[src/rtl/cayde_muldiv_if.sv]
// Request/result handshake bundle for the cayde iterative multiply/divide unit.
interface cayde_muldiv_if #(
  parameter int XLEN = 32
);
  logic            valid_i;
  logic            ready_o;
  logic [2:0]      op_i;
  logic [XLEN-1:0] op_a;
  logic [XLEN-1:0] op_b;
  logic            kill_i;
  logic            valid_o;
  logic            ready_i;
  logic [XLEN-1:0] res_var;

  modport master (
    output valid_i, op_i, op_a, op_b, kill_i, ready_i,
    input  ready_o, valid_o, res_var
  );

  modport slave (
    input  valid_i, op_i, op_a, op_b, kill_i, ready_i,
    output ready_o, valid_o, res_var
  );
endinterface

[src/rtl/cayde_muldiv.sv]
// Iterative RV32M multiply/divide unit: one shift-add or restoring-divide
// step per clock on operand magnitudes, sign fix-up in a single extra cycle,
// and a fast path for divide-by-zero and signed overflow.
//
// state | meaning
// IDLE  | ready for a request, operands latched on accept
// CALC  | XLEN multiply or divide iterations
// FIX   | sign correction and result select, res_var registered
// DONE  | result valid, held until the consumer takes it
module cayde_muldiv #(
  parameter int XLEN = 32
) (
  input logic          clk_i,
  input logic          rst_ni,
  cayde_muldiv_if.slave bus
);
  localparam int CW = $clog2(XLEN);
  localparam logic [XLEN-1:0] MIN_VAL = {1'b1, {(XLEN-1){1'b0}}};
  localparam logic [2:0] OP_MUL = 3'b000, OP_MULH = 3'b001, OP_MULHSU = 3'b010;
  localparam logic [2:0] OP_DIV = 3'b100, OP_REM = 3'b110;

  typedef enum logic [1:0] {IDLE, CALC, FIX, DONE} state_t;

  state_t            state, state_nxt;
  logic [2:0]        op_q;
  logic              neg_a, neg_b;
  logic [XLEN-1:0]   mag_a, mag_b;
  logic [2*XLEN-1:0] prod;
  logic [XLEN-1:0]   rem;
  logic [XLEN-1:0]   quo;
  logic [CW-1:0]     cnt;
  logic [XLEN-1:0]   res_q;

  logic              accept, fast, div_zero, div_ovf;
  logic              neg_a_in, neg_b_in;
  logic [XLEN-1:0]   mag_a_in, mag_b_in, fast_res;
  logic [XLEN:0]     mul_sum;
  logic [XLEN:0]     div_shift;
  logic [XLEN-1:0]   div_diff;
  logic              div_ge;
  logic [2*XLEN-1:0] prod_fix;
  logic [XLEN-1:0]   quo_fix, rem_fix, res_fix;

  assign bus.ready_o = (state == IDLE);
  assign bus.valid_o = (state == DONE);
  assign bus.res_var = res_q;

  // Accept decode: operand signedness, magnitudes and the divide fast path.
  always_comb begin
    accept   = (state == IDLE) && bus.valid_i && !bus.kill_i;
    neg_a_in = ((bus.op_i == OP_MULH) || (bus.op_i == OP_MULHSU) ||
                (bus.op_i == OP_DIV)  || (bus.op_i == OP_REM)) && bus.op_a[XLEN-1];
    neg_b_in = ((bus.op_i == OP_MULH) || (bus.op_i == OP_DIV) ||
                (bus.op_i == OP_REM)) && bus.op_b[XLEN-1];
    mag_a_in = neg_a_in ? -bus.op_a : bus.op_a;
    mag_b_in = neg_b_in ? -bus.op_b : bus.op_b;
    div_zero = bus.op_i[2] && (bus.op_b == '0);
    div_ovf  = bus.op_i[2] && !bus.op_i[0] && (bus.op_a == MIN_VAL) && (bus.op_b == '1);
    fast     = div_zero || div_ovf;
    if (div_zero) fast_res = bus.op_i[1] ? bus.op_a : '1;
    else          fast_res = bus.op_i[1] ? '0 : bus.op_a;
  end

  // One iteration step and the final sign fix-up / result select.
  always_comb begin
    mul_sum   = {1'b0, prod[2*XLEN-1:XLEN]} + (prod[0] ? {1'b0, mag_a} : '0);
    div_shift = {rem, quo[XLEN-1]};
    div_ge    = (div_shift >= {1'b0, mag_b});
    div_diff  = div_shift[XLEN-1:0] - mag_b;
    prod_fix  = (neg_a ^ neg_b) ? -prod : prod;
    quo_fix   = ((op_q == OP_DIV) && (neg_a ^ neg_b)) ? -quo : quo;
    rem_fix   = ((op_q == OP_REM) && neg_a) ? -rem : rem;
    case (op_q)
      OP_MUL:          res_fix = prod_fix[XLEN-1:0];
      3'b001, 3'b010,
      3'b011:          res_fix = prod_fix[2*XLEN-1:XLEN];
      3'b100, 3'b101:  res_fix = quo_fix;
      default:         res_fix = rem_fix;
    endcase
  end

  // State register.
  always_ff @(posedge clk_i) begin
    if (!rst_ni) state <= IDLE;
    else         state <= state_nxt;
  end

  // Next-state logic; kill_i wins over every other condition.
  always_comb begin
    state_nxt = state;
    case (state)
      IDLE:    if (accept) state_nxt = fast ? DONE : CALC;
      CALC:    if (cnt == CW'(XLEN-1)) state_nxt = FIX;
      FIX:     state_nxt = DONE;
      DONE:    if (bus.ready_i) state_nxt = IDLE;
      default: state_nxt = IDLE;
    endcase
    if (bus.kill_i) state_nxt = IDLE;
  end

  // Datapath: operand capture, iteration registers and result register.
  always_ff @(posedge clk_i) begin
    if (!rst_ni) begin
      op_q  <= '0;
      neg_a <= 1'b0;
      neg_b <= 1'b0;
      mag_a <= '0;
      mag_b <= '0;
      prod  <= '0;
      rem   <= '0;
      quo   <= '0;
      cnt   <= '0;
      res_q <= '0;
    end else begin
      case (state)
        IDLE: if (accept) begin
          op_q  <= bus.op_i;
          neg_a <= neg_a_in;
          neg_b <= neg_b_in;
          mag_a <= mag_a_in;
          mag_b <= mag_b_in;
          prod  <= {{XLEN{1'b0}}, mag_b_in};
          rem   <= '0;
          quo   <= mag_a_in;
          cnt   <= '0;
          if (fast) res_q <= fast_res;
        end
        CALC: begin
          cnt <= cnt + 1'b1;
          if (op_q[2]) begin
            rem <= div_ge ? div_diff : div_shift[XLEN-1:0];
            quo <= {quo[XLEN-2:0], div_ge};
          end else begin
            prod <= {mul_sum, prod[XLEN-1:1]};
          end
        end
        FIX: if (!bus.kill_i) res_q <= res_fix;
        default: ;
      endcase
    end
  end
endmodule

[src/flat_wrapper.sv]
// flat-port wrapper written by rule: the top's interface ports become plain ports
module cayde_muldiv_flat 
#(
  parameter int XLEN = 32
)
  (clk_i, rst_ni, bus_valid_i, bus_op_i, bus_op_a, bus_op_b, bus_kill_i, bus_ready_i, bus_ready_o, bus_valid_o, bus_res_var);
  cayde_muldiv_if #(.XLEN(XLEN)) bus_i ();
  input logic clk_i;
  input logic rst_ni;
  input wire logic [$bits(bus_i.valid_i)-1:0] bus_valid_i;
  input wire logic [$bits(bus_i.op_i)-1:0] bus_op_i;
  input wire logic [$bits(bus_i.op_a)-1:0] bus_op_a;
  input wire logic [$bits(bus_i.op_b)-1:0] bus_op_b;
  input wire logic [$bits(bus_i.kill_i)-1:0] bus_kill_i;
  input wire logic [$bits(bus_i.ready_i)-1:0] bus_ready_i;
  output wire logic [$bits(bus_i.ready_o)-1:0] bus_ready_o;
  output wire logic [$bits(bus_i.valid_o)-1:0] bus_valid_o;
  output wire logic [$bits(bus_i.res_var)-1:0] bus_res_var;
  assign bus_i.valid_i = bus_valid_i;
  assign bus_i.op_i = bus_op_i;
  assign bus_i.op_a = bus_op_a;
  assign bus_i.op_b = bus_op_b;
  assign bus_i.kill_i = bus_kill_i;
  assign bus_i.ready_i = bus_ready_i;
  assign bus_ready_o = bus_i.ready_o;
  assign bus_valid_o = bus_i.valid_o;
  assign bus_res_var = bus_i.res_var;
  cayde_muldiv #(.XLEN(XLEN)) u_core (.clk_i(clk_i), .rst_ni(rst_ni), .bus(bus_i));
endmodule
[config.mk]
export PLATFORM = sky130hd
export DESIGN_NAME = cayde_muldiv_flat
export DESIGN_NICKNAME = d
export VERILOG_FILES = /design/src/rtl/cayde_muldiv_if.sv /design/src/rtl/cayde_muldiv.sv /design/src/flat_wrapper.sv
export SDC_FILE = /design/constraint.sdc
export NUM_CORES = 1
export LEC_CHECK = 0
export BUFFER_PORTS_ARGS = -buffer_cell sky130_fd_sc_hd__buf_2
export CAP_MARGIN = 10
export CORE_UTILIZATION = 45
export CTS_CLUSTER_DIAMETER = 120
export DETAILED_ROUTE_END_ITERATION = 10
export PLACE_DENSITY_LB_ADDON = 0.08
export SYNTH_ARGS = -nofsm -noshare
export SYNTH_HDL_FRONTEND = slang
export SYNTH_SLANG_ARGS = --single-unit
export TNS_END_PERCENT = 10
[constraint.sdc]
create_clock -name clk_i -period 4.8 [get_ports clk_i]
set_clock_uncertainty 0.2 [all_clocks]
set_input_delay 0.24 -clock clk_i [delete_from_list [all_inputs] [get_ports clk_i]]
set_output_delay 0.24 -clock clk_i [all_outputs]
set_load 0.03 [all_outputs]
; ---- After elaboration in Yosys (flattened, before gate mapping)
; Index checks and enable logic that the tools add are counted.
[totals]
regBits = 236
output_inout_bits = 34
input_bits = 72
[classes]
order_cmp = 1
eq_ne = 23
n_addsub = 8
bitwise = 2
mux = 31
reduce_logical = 32
[ops]
columns = op, count
row1 = $mux W32, 16
row2 = $mux W64, 3
row3 = $pmux W32 S2, 3
row4 = $neg A32 Y32, 4
row5 = $pmux W64 S2, 1
row6 = $pmux W32 S3, 1
row7 = $eq A32 B32 Y1 const B, 2
row8 = $neg A64 Y64, 1
row9 = $add A32 B33 Y33, 1
row10 = $ge A33 B32 Y1, 1
row11 = $logic_not A32 Y1, 1
row12 = $sub A32 B32 Y32, 1
row13 = $eq A3 B3 Y1 const B, 5
row14 = $logic_and A1 B1 Y1, 10
row15 = $pmux W5 S2, 1
row16 = $eq A3 B2 Y1 const B, 3
row17 = $reduce_and A3 Y1, 3
row18 = $mux W2, 4
row19 = $ne A2 B1 Y1 const B, 4
row20 = $pmux W2 S4, 1
row21 = $eq A3 B1 Y1 const B, 2
row22 = $logic_or A1 B1 Y1, 6
row23 = $ne A2 B2 Y1 const B, 3
row24 = $add A5 B1 Y5 const B, 1
row25 = other kinds (14), 19

; ---- Logic depth before layout (Yosys ltp)
[logic_depth]
depth_word = 8
ltp_mapped = 15

; ---- Worst setup path after synthesis
; OpenSTA, ideal clock, no wires.
[synth_timing]
path_kind = register to register
startpoint = register u_core.prod[0]
endpoint = register u_core.prod[57]
setup_time_ps = 117
t_arrival_ps = 3143
synth_period_minus_slack_ps = 3460
setup_slack_ps = 1340
stages_incl_launch_ff = 16
cell_sequence = dfxtp_1 -> clkbuf_1 -> clkbuf_1 -> and2_1 -> ha_1 -> inv_1 -> fa_1 -> nand2b_1 -> a21oi_1 -> a211oi_1 -> o211a_1 -> a21oi_1 -> o21ai_0 -> a221o_1 -> a21o_1 -> a32o_1
[synth_between]
elab_chain_cells = 4
[synth_rtl]
columns = item, line
row1 = from (decl), cayde_muldiv.sv:28  ; logic [2*XLEN-1:0] prod;
row2 = from (signal assigned), cayde_muldiv.sv:122  ; prod <= {{XLEN{1'b0}}, mag_b_in};
row3 = from (signal assigned), cayde_muldiv.sv:134  ; prod <= {mul_sum, prod[XLEN-1:1]};
row4 = $mux W32, cayde_muldiv.sv:66  ; mul_sum = {1'b0, prod[2*XLEN-1:XLEN]} + (prod[0] ? {1'b0, mag_a} : '0);
row5 = $add A32 B33 Y33, cayde_muldiv.sv:66
row6 = $mux W64, cayde_muldiv.sv:130  ; if (op_q[2]) begin
row7 = $pmux W64 S2, cayde_muldiv.sv:115  ; case (state)
; Every way passes these cells. The select of a mux whose other input is x is not followed.
; A chain may end at the register's enable or synchronous reset.

; ---- Worst setup path after layout
[layout_timing]
startpoint = input bus_op_a[8]
endpoint = register u_core.mag_a[27]
[layout_between]
elab_chain_cells = 2
[layout_rtl]
columns = item, line
row1 = from (decl), flat_wrapper.sv:12  ; input wire logic [$bits(bus_i.op_a)-1:0] bus_op_a;
row2 = $neg A32 Y32, cayde_muldiv.sv:55  ; mag_a_in = neg_a_in ? -bus.op_a : bus.op_a;
row3 = $mux W32, cayde_muldiv.sv:55
row4 = to (signal assigned), cayde_muldiv.sv:120  ; mag_a <= mag_a_in;
row5 = to (decl), cayde_muldiv.sv:27  ; logic [XLEN-1:0] mag_a, mag_b;
; Every way passes these cells.

==> results summary <==
The total length of routed wires is 76.8 mm. The Yosys warning count came out at 0. The kind of path behind the tightest hold check is primary input to flip-flop.

Power spread over the standard cell area amounts to 291 nW/um^2. The proportion of power drawn by combinational gates is 0.220. The final period demand of the worst path came out at 4.48 ns.

The final worst-path cycle share came out at 0.934. The design internal power is 0.00403 W. In this run the mean area of a mapped cell was 7.31 sq um. The floorplan die width is 203 um. In this run the number of H-tree levels came out at 1.

The multi-input combinational cells in the finished layout cover a total of 12500 sq um. The area of the core region is 39700 sq um. The count of buffers added on input and output ports is 105.

The floorplan has 73 rows. The clock slew at the register clock pins of the worst setup and hold paths came out at 0.06 ns. Across every metal layer, demand over resource in global routing totals 0.364. The most common library cell in the layout ignoring fill and taps is nand2_1. The highest fanout seen on the critical path came out at 5.

The initial antenna violation count came out at 5. The count of inserted antenna diode cells came out at 0. The number of hold-slack violations in the final timing report came out at 0. Detailed routing inserted a total of 19.7k vias. Across the run, the number of max-cap violations was 0.

The cell count after synthesis came out at 2478. The setup slack of the critical path after layout came out at 0.315 ns. The overall power consumption came out at 0.00604 W. The vertical die dimension came out at 203 um. The wire length per cell after detailed routing came out at 24.7 um. The number of setup violations in the final report is 0.

The clock insertion delay at the later pin of the skew report is 0.61 ns. Counting distinct cell types in the post-synthesis netlist gives 85. At the placement stage, the worst setup path has a slack of 0.573 ns. The cell area after synthesis came out at 18100 sq um. The analysis attributes to net switching a power of 0.00201 W. Headroom to the max-slew limit came out at 0.226.

The net total in the final layout came out at 2709. The portion of the post-synthesis area used by sequential elements is 0.261. The placer's final routability congestion estimate is 1.02. The number of global-route vias before repair is 18.0k. The count of clock tree sinks came out at 236. The area occupied by registers came out at 4720 sq um. For the worst setup path, the data required time is 5.10 ns.

The setup path with the least slack is of type primary input to flip-flop. The net switching share of the total power came out at 0.333. The dominant register cell in the synthesized netlist is dfxtp_1. The DRC violation count after routing came out at 0.

TritonCTS built the clock tree. Of all flip-flops after synthesis, the portion carrying an async set or reset was 0. Pin placement for this block handled 106 I/O pins. The global-route congestion overflow total is 0.

The post-route setup TNS is 0 ns. The cell at the root of the clock tree is clkbuf_16. Compared with the post-synthesis result, the final layout area differs by 14.6%.

The number of buffers inserted by post-CTS setup repair is 0. The number of placed instances, taps included, is 2995. The detailed router's first-iteration violation count came out at 2358. The antenna violation net count after detailed routing came out at 0. Before antenna repair, the detailed router went through 8 iterations. IR analysis of the VDD net gives a maximum drop of 310 uV. STA classifies the critical path startpoint as a primary input. The count of final max-slew check failures came out at 0. Once detailed placement completed, the half-perimeter wirelength came to 58.3 mm. Data arrives at the worst endpoint at 4.78 ns.

The number of nets handed over by synthesis was 2628. The maximum clock frequency came out at 0.223 GHz. Of the cells placed in the final design, the portion with a size suffix greater than 1 is 0.0937. The share of total power dissipated in the clock network is 0.422. Setup repair after global routing left no endpoint under its margin. The pin count of the biggest net entering global routing is 86.

The post-synthesis sequential element count is 236. The worst-case clock buffer depth is 3. The finished layout holds 3109 standard cells, fillers aside. Summed over all cells, the static leakage comes to 7.95 nW. The utilization of the core after routing came out at 0.522. The number of filler cells placed in the layout is 3953. The die covers 41000 sq um. The first global-routing pass estimated 114 mm of wire. The flow ran to the end, and the final reports show no timing, DRC or antenna violations. The initial standard-cell utilization of the core came out at 0.456. The worst setup path is captured at a flip-flop.

Clock tree synthesis inserted a total of 31 buffers. Dividing the detail-routed via count by the number of cells gives 6.35. The synthesized design contains 0 enable-type register cells. The sequential share of power is 0.358. The library cells used most frequently in the layout, excluding fill and tap cells, are nand2_1 (290), dfxtp_1 (236), nor2_1 (229).

The transition time at the pin with the least slew margin is 1.16 ns.
repair_timing:
item / CTS / global route
resized for setup: 0 / 1
hold buffers: 56 / 0
setup endpoints to repair: 0 / 1
endpoints found under the hold margin: 74 / 0
through the flow:
stage	instance area, sq um	hold WS, ns
CTS	20700	0.00335
floorplan	18100	0.176
finish	20700	0.00620
global route	20700	0.0361
global placement	19100	0.243
detailed placement	19100	0.246
synthesized netlist by cell type (all sizes together), types with 5 or more instances:
cell    number  share of area
a31oi       29          0.010
maj3        27          0.015
nand3       60          0.017
nand2      290          0.060
nand2b      13         0.0045
a21oi      216          0.060
nor4        36          0.014
dfxtp      236           0.26
and2        39          0.013
o221ai      11         0.0053
and3        13         0.0045
a41oi        7         0.0034
o21bai      10         0.0041
o21a         7         0.0029
ha          76          0.053
a32oi       14         0.0068
nand3b       5         0.0021
nand4       25         0.0086
inv         80          0.017
xnor2      117          0.057
o211ai      25          0.010
buf         14         0.0044
nor3        76          0.022
or3         21         0.0073
mux2i       32          0.018
a221oi       6         0.0029
clkbuf     146          0.030
xor2        92          0.044
or4         25          0.011
nor2b        9         0.0031
o31ai       29          0.012
a21o        29          0.012
o41ai       21          0.011
a22oi       13         0.0054
o22ai       19         0.0066
nor3b        7         0.0029
a211oi      82          0.034
nor2       232          0.048
o21ai      222          0.061
worst max-delay path, stage by stage:
cell and delay (ns):
dlygate4sd3_1 0.53, buf_2 0.15, or4_1 0.62, nor4_1 0.49
nor3b_2 0.54, nand3_1 0.31, o41ai_1 0.40, xor2_1 0.24
dlygate4sd3_1 0.59, a21oi_1 0.07, dlygate4sd3_1 0.59
cell type report:
type | instances | share of cell area
multi-input combinational | 2002 | 0.603
timing repair buffer | 208 | 0.0700
clock inverter | 16 | 0.0104
inverter | 80 | 0.0146
sequential | 236 | 0.228
clock buffer | 42 | 0.0423
tap | 525 | 0.0317
power groups by stage:
stage	sequential, W	combinational (W)	clock (W)
floorplan	0.00213	0.000842	0
global placement	0.00219	0.00124	0
detailed placement	0.00220	0.00125	0
CTS	0.00215	0.00129	0.00257
global route	0.00217	0.00142	0.00265
finish	0.00216	0.00133	0.00255
cell families (layout without fill, tap and decap cells):
kind of cell,Yosys count,in the layout,synth area share
and+or+nand+nor,868,868,0.227
AOI/OAI and AO/OA,785,785,0.271
buffers and inverters,240,346,0.0513
DFF,236,236,0.261
xor gates and xnor gates,209,209,0.101
adders and majority gates,105,105,0.0697
muxes,35,35,0.0196
flip-flops by register name (all words and copies together), names as in the netlist:
| name | count |
|---|---|
| u_core.bus.res_var | 32 |
| u_core.cnt | 5 |
| u_core.mag_a | 32 |
| u_core.mag_b | 32 |
| u_core.neg_a | 1 |
| u_core.neg_b | 1 |
| u_core.op_q | 3 |
| u_core.prod | 64 |
| u_core.quo | 32 |
| u_core.rem | 32 |
| u_core.state | 2 |
final timing paths:
path	from	endpoint	slack [ns]	cells past startpoint
setup / recovery	bus_op_a[8]	u_core.mag_a[27]	0.32	11
hold / removal	bus_op_b[8]	u_core.mag_b[8]	0.006	3
setup reg to reg	u_core.rem[1]	u_core.rem[31]	0.63	9
hold reg to reg	u_core.bus.res_var[30]	u_core.bus.res_var[30]	0.26	2
per-layer routing:
metal	share of wire	up-vias	global-route usage
met2	0.42	923	0.535
li1	-	9158	-
met5	0.00053	-	0
met4	0.035	6	0.119
met3	0.097	143	0.0762
met1	0.45	9518	0.524
Note: power is estimated with default switching activity, not from simulation.
